--- src/rtl/router_pkg.sv ---
// router_pkg: shared widths, tx state encoding and header helpers for the router packet path
package router_pkg;
  localparam int ADDR_W = 2;
  localparam int LEN_W = 6;
  localparam int DATA_W = 8;
  localparam logic [ADDR_W-1:0] INVALID_ADDR = 2'b11;
  typedef enum logic [2:0] {IDLE, LOAD, HDR, PLD, PAR, GAP} tx_state_t;
  function automatic logic [DATA_W-1:0] pack_hdr(input logic [ADDR_W-1:0] addr, input logic [LEN_W-1:0] len);
    return {len, addr};
  endfunction
  function automatic logic [ADDR_W-1:0] hdr_addr(input logic [DATA_W-1:0] hdr);
    return hdr[ADDR_W-1:0];
  endfunction
  function automatic logic [LEN_W-1:0] hdr_len(input logic [DATA_W-1:0] hdr);
    return hdr[DATA_W-1:ADDR_W];
  endfunction
endpackage

--- src/rtl/router_tx_buf.sv ---
// router_tx_buf: payload store, synchronous write, combinational read, no reset on the array
module router_tx_buf #(
  parameter int DEPTH = 63,
  parameter int W = 8,
  parameter int AW = 6
) (
  input  logic          clk,
  input  logic          we,
  input  logic [AW-1:0] waddr,
  input  logic [W-1:0]  wdata,
  input  logic [AW-1:0] raddr,
  output logic [W-1:0]  rdata
);
  logic [W-1:0] mem [DEPTH];
  // write one payload byte per accepted beat
  always_ff @(posedge clk)
    if (we && int'(waddr) < DEPTH) mem[waddr] <= wdata;
  assign rdata = (int'(raddr) < DEPTH) ? mem[raddr] : '0;
endmodule

--- src/rtl/router_pkt_tx.sv ---
// router_pkt_tx: buffers a full payload then drives header, payload, parity into the router; ROUTER_TX_PARITY_INJECT_EN adds inj_err
module router_pkt_tx import router_pkg::*; #(
  parameter int MAX_LEN = 63,
  parameter int IFG = 3
) (
  input  logic              router_clock,
  input  logic              resetn,
  input  logic              cmd_valid,
  output logic              cmd_ready,
  input  logic [ADDR_W-1:0] cmd_addr,
  input  logic [LEN_W-1:0]  cmd_len,
  input  logic              pld_valid,
  input  logic [DATA_W-1:0] pld_data,
  output logic              pld_ready,
  input  logic              busy,
  output logic              pkt_valid,
  output logic [DATA_W-1:0] data_in,
  output logic              tx_done,
`ifdef ROUTER_TX_PARITY_INJECT_EN
  input  logic              inj_err,
`endif
  output logic              cmd_err
);
  localparam int GW = $clog2(IFG + 1);
  tx_state_t state;
  logic [ADDR_W-1:0] addr;
  logic [LEN_W-1:0] len, wr_ptr, rd_ptr, rd_addr;
  logic [DATA_W-1:0] parity, rd_data;
  logic [GW-1:0] gap_cnt;
  logic cmd_acc, cmd_bad, inj;
  assign cmd_acc = cmd_valid && cmd_ready && state == IDLE;
  assign cmd_bad = (cmd_addr == INVALID_ADDR) || (cmd_len == '0) || (int'(cmd_len) > MAX_LEN);
  // the byte needed next: payload[0] while the header is out, otherwise the one after the current
  assign rd_addr = (state == HDR) ? '0 : rd_ptr + LEN_W'(1);
  router_tx_buf #(.DEPTH(MAX_LEN), .W(DATA_W), .AW(LEN_W)) u_buf (
    .clk(router_clock),
    .we(pld_valid && pld_ready),
    .waddr(wr_ptr),
    .wdata(pld_data),
    .raddr(rd_addr),
    .rdata(rd_data)
  );
`ifdef ROUTER_TX_PARITY_INJECT_EN
  // remember the injection request with the command it came with
  always_ff @(posedge router_clock or negedge resetn)
    if (!resetn) inj <= 1'b0;
    else if (cmd_acc) inj <= inj_err;
`else
  assign inj = 1'b0;
`endif
  // packet sequencer, all outputs registered; busy only stalls HDR/PLD/PAR
  always_ff @(posedge router_clock or negedge resetn)
    if (!resetn) begin
      state <= IDLE;
      addr <= '0;
      len <= '0;
      wr_ptr <= '0;
      rd_ptr <= '0;
      parity <= '0;
      gap_cnt <= '0;
      cmd_ready <= 1'b0;
      pld_ready <= 1'b0;
      pkt_valid <= 1'b0;
      data_in <= '0;
      tx_done <= 1'b0;
      cmd_err <= 1'b0;
    end else begin
      tx_done <= 1'b0;
      cmd_err <= 1'b0;
      case (state)
        IDLE: begin
          cmd_ready <= 1'b1;
          if (cmd_acc) begin
            if (cmd_bad) cmd_err <= 1'b1;
            else begin
              addr <= cmd_addr;
              len <= cmd_len;
              wr_ptr <= '0;
              cmd_ready <= 1'b0;
              pld_ready <= 1'b1;
              state <= LOAD;
            end
          end
        end
        LOAD:
          if (pld_valid && pld_ready) begin
            if (wr_ptr == len - LEN_W'(1)) begin
              pld_ready <= 1'b0;
              pkt_valid <= 1'b1;
              data_in <= pack_hdr(addr, len);
              parity <= pack_hdr(addr, len);
              state <= HDR;
            end else wr_ptr <= wr_ptr + LEN_W'(1);
          end
        HDR:
          if (!busy) begin
            data_in <= rd_data;
            rd_ptr <= '0;
            state <= PLD;
          end
        PLD:
          if (!busy) begin
            parity <= parity ^ data_in;
            if (rd_ptr == len - LEN_W'(1)) begin
              pkt_valid <= 1'b0;
              data_in <= parity ^ data_in ^ {DATA_W{inj}};
              state <= PAR;
            end else begin
              rd_ptr <= rd_ptr + LEN_W'(1);
              data_in <= rd_data;
            end
          end
        PAR:
          if (!busy) begin
            tx_done <= 1'b1;
            data_in <= '0;
            gap_cnt <= '0;
            state <= GAP;
          end
        GAP:
          if (gap_cnt == GW'(IFG - 1)) begin
            cmd_ready <= 1'b1;
            state <= IDLE;
          end else gap_cnt <= gap_cnt + GW'(1);
        default: state <= IDLE;
      endcase
    end
endmodule

--- config.mk ---
export PLATFORM = sky130hd
export DESIGN_NAME = router_pkt_tx
export DESIGN_NICKNAME = d
export VERILOG_FILES = /design/src/rtl/router_pkg.sv /design/src/rtl/router_tx_buf.sv /design/src/rtl/router_pkt_tx.sv
export SDC_FILE = /design/constraint.sdc
export NUM_CORES = 1
export LEC_CHECK = 0
export CAP_MARGIN = 20
export CORE_ASPECT_RATIO = 0.8
export CORE_MARGIN = 3
export CORE_UTILIZATION = 40
export DETAILED_ROUTE_END_ITERATION = 16
export DONT_BUFFER_PORTS = 1
export HOLD_SLACK_MARGIN = 0.05
export PLACE_DENSITY = 0.64
export SLEW_MARGIN = 20
export SYNTH_ARGS = -nofsm -noshare
export SYNTH_HDL_FRONTEND = slang
export SYNTH_SLANG_ARGS = --single-unit
--- constraint.sdc ---
create_clock -name router_clock -period 3.1 [get_ports router_clock]
set_input_delay 0.31 -clock router_clock [delete_from_list [all_inputs] [get_ports router_clock]]
set_output_delay 0.31 -clock router_clock [all_outputs]
set_load 0.005 [all_outputs]
==> metrics.yaml <==
status: "complete, no violations"
dp_slack_ps: -96.30
synth-main-ff-cell: "edfxtp_1"
layout_commonest_cell: "edfxtp_1"
hold_viol_final: 0
syn_nets: 1635
cp_num_buf_inv: 2
worstPathRequired_ps: 3600
slew_violations: 0
finalSetupViolations: 0
wirelength_mm: 65.54
drt-initial-drc-count: 1909
fillers: 4963
start_util: 0.4065
drtPass1Iterations: 5
ant_nets: 0
async_flop_share: 0.08364
netlist_area_mm2: 0.02317
post_drt_via_cell_ratio: 6.011
die_x_um: 275.1
io_buffers: 0
track_usage: 0.2112
whs_path_depth: 4
die_area_mm2: 0.06086
root_buffer: "clkbuf_16"
cts_inserted_buffers: 51
worstPathArrival_ps: 3570
rsz0062_at_grt: "true"
cp-end-kind: "register"
first_global_vias: 14590
finish.instance_area_mm2: 0.02685
ios: 34
clockBufferDepth: 3
min_path_type: "in -> reg"
fin_setup_tns_ps: 0
place_hpwl_mm: 41.33
placed_cell_area_mm2: 0.02490
critical_path.startpoint_type: "register"
relSlewSlack: 0.4327
fin_util: 0.4711
layout-drive-gt1-share: 0.1755
clock_latency_ps: 590
ys_types: 75
p_leak_nw: 8.908
die_y_um: 221.3
cts_sinks: 550
period_minus_slack_ps: 3070
grt_first_pass_wirelength_mm: 96.43
fin_crit_sh: 0.9902
placedCellCount: 2405
worst_slack_ps: 30.31
crit_chain: "or3b_4 > nand2_4 > buf_12 > buf_4 > o22ai_1 > a221oi_1 > o31ai_1 > a21oi_1 > o211ai_1 > a31oi_1"
ys.warnings.count: 0
clock-skew-final_ps: 16.94
htree_levels: 2
nNetsFinal: 1745
gr-total-overflow: 0
postSynthAreaPerCell_um2: 14.39
layout_common_cells: "edfxtp_1, nand2_1, buf_4"
ys_ff_latch: 550
drc_errors: 0
fp-row-count: 78
cts_tree: "done"
drv_cap: 0
antenna_found_initial: 0
finalNonFillerCells: 2521
power_density_mw_per_mm2: 617.2
multi_input_area_mm2: 0.006349
gp_congestion: 0.9353
vias: 15150
synth-edff-count: 504
core_area_mm2: 0.05699
antenna_cells: 0
ff2ff_path_depth: 10
fmax_mhz: 325.8
criticalPathCategory: "reg -> reg"
critPathTopFamily: "compound AO/OA/AOI/OAI gates"
cp.depth: 10
p_total_mw: 16.57
critPathSlowestCell: "or3b_4"
synthCells: 1610
routedWlPerCell_um: 26.00
cp_slowest_stage_delay_ps: 520
grt_max_degree: 64
area_growth_pct: 15.91
worstPathMaxFanout: 32
hold_slack_ps: 101.6
regArea_mm2: 0.01629
irDropWorstVdd_mv: 0.4822
worst_pin_slew_ps: 847.9
r2r_slack_ps: 30
clkTransAtPathRegs_ps: 70
yosysSeqAreaShare: 0.7030
==> power breakdown <==
group / total (mW) / switching, mW / internal [mW]
sequential: 8.55 / 0.302 / 8.25
clock: 5.96 / 2.75 / 3.21
combinational: 2.06 / 1.29 / 0.773
==> tightest hold or removal path, cell delays in order <==
cell and delay (ps):
inv_1 70, o21ai_0 110, nand2_1 70, o21ai_0 80
==> Yosys cell counts, types with 5 or more instances <==
library cell	instances	area share
a22oi_1	15	0.0049
nor4_1	9	0.0024
mux2i_1	50	0.022
a311oi_1	8	0.0030
o211ai_1	13	0.0042
nand2_1	161	0.026
o221ai_1	10	0.0038
nor3_1	21	0.0045
nand3b_1	7	0.0023
clkbuf_1	42	0.0068
nand3_1	38	0.0082
inv_1	19	0.0031
nand4_1	7	0.0019
mux4_2	29	0.028
buf_4	9	0.0029
a31oi_1	17	0.0046
buf_2	49	0.011
a31o_2	5	0.0019
xnor2_1	10	0.0038
nand2b_1	6	0.0016
o31ai_1	11	0.0036
a2bb2oi_1	8	0.0030
o21ai_0	78	0.017
dfrtp_1	46	0.050
o311ai_0	8	0.0030
a32oi_1	11	0.0042
a221oi_1	45	0.017
mux2_2	22	0.011
a221o_1	10	0.0043
o22ai_1	16	0.0043
a21oi_1	88	0.019
or3_1	7	0.0019
nor2b_1	7	0.0019
buf_1	9	0.0015
xor2_1	11	0.0042
a211oi_1	13	0.0042
xnor3_1	5	0.0049
and3_1	11	0.0030
nor2_1	115	0.019
edfxtp_1	504	0.65
==> repair_timing <==
item,in CTS,in global routing
resized for setup,1,9
setup buffers,0,1
endpoints found under the setup margin,1,6
hold buffers,21,0
hold endpoints to repair,565,0
pin swaps,0,1
==> routing by layer <==
layer | up-vias | GRT usage | wire length [µm]
met5 | - | 0 | 0
li1 | 6507 | - | -
met4 | 0 | 0.05210 | 1698
met2 | 874 | 0.3112 | 28490
met3 | 141 | 0.05778 | 7596
met1 | 7632 | 0.3106 | 27750
==> path summary, 6_finish.rpt <==
| kind | end | start |
|---|---|---|
| setup / recovery | data_in[2] | state[0] |
| hold / removal | gap_cnt[1] | busy |
| setup reg to reg | data_in[2] | state[0] |
| hold reg to reg | gap_cnt[1] | gap_cnt[1] |
| max in group asynchronous | rd_ptr[0] | resetn |
| min in group asynchronous | state[1] | resetn |
==> cell type report <==
cell class	instances	area share
well taps	760	0.03541
flip-flops and latches	550	0.6066
clock inverters	30	0.007921
multi-input cells	927	0.2364
inverters	20	0.002842
clock buffers	64	0.04935
repair buffers	170	0.06141
==> sequential cells by signal (all words and copies together), names as in the netlist <==
name / count
u_buf.mem: 504
data_in: 8
parity: 8
len: 6
rd_ptr: 6
wr_ptr: 6
state: 3
addr: 2
gap_cnt: 2
cmd_err: 1
cmd_ready: 1
pkt_valid: 1
pld_ready: 1
tx_done: 1
==> logic make-up after synthesis <==
| group | share of synthesized area |
|---|---|
| AOI/OAI and AO/OA | 0.1123 |
| xor gates and xnor gates | 0.01453 |
| adders and majority gates | 0.002160 |
| buffers and inverters | 0.02695 |
| DFF | 0.7030 |
| muxes | 0.06049 |
| and+or+nand+nor | 0.08058 |
(Power assumes the default switching activity.)
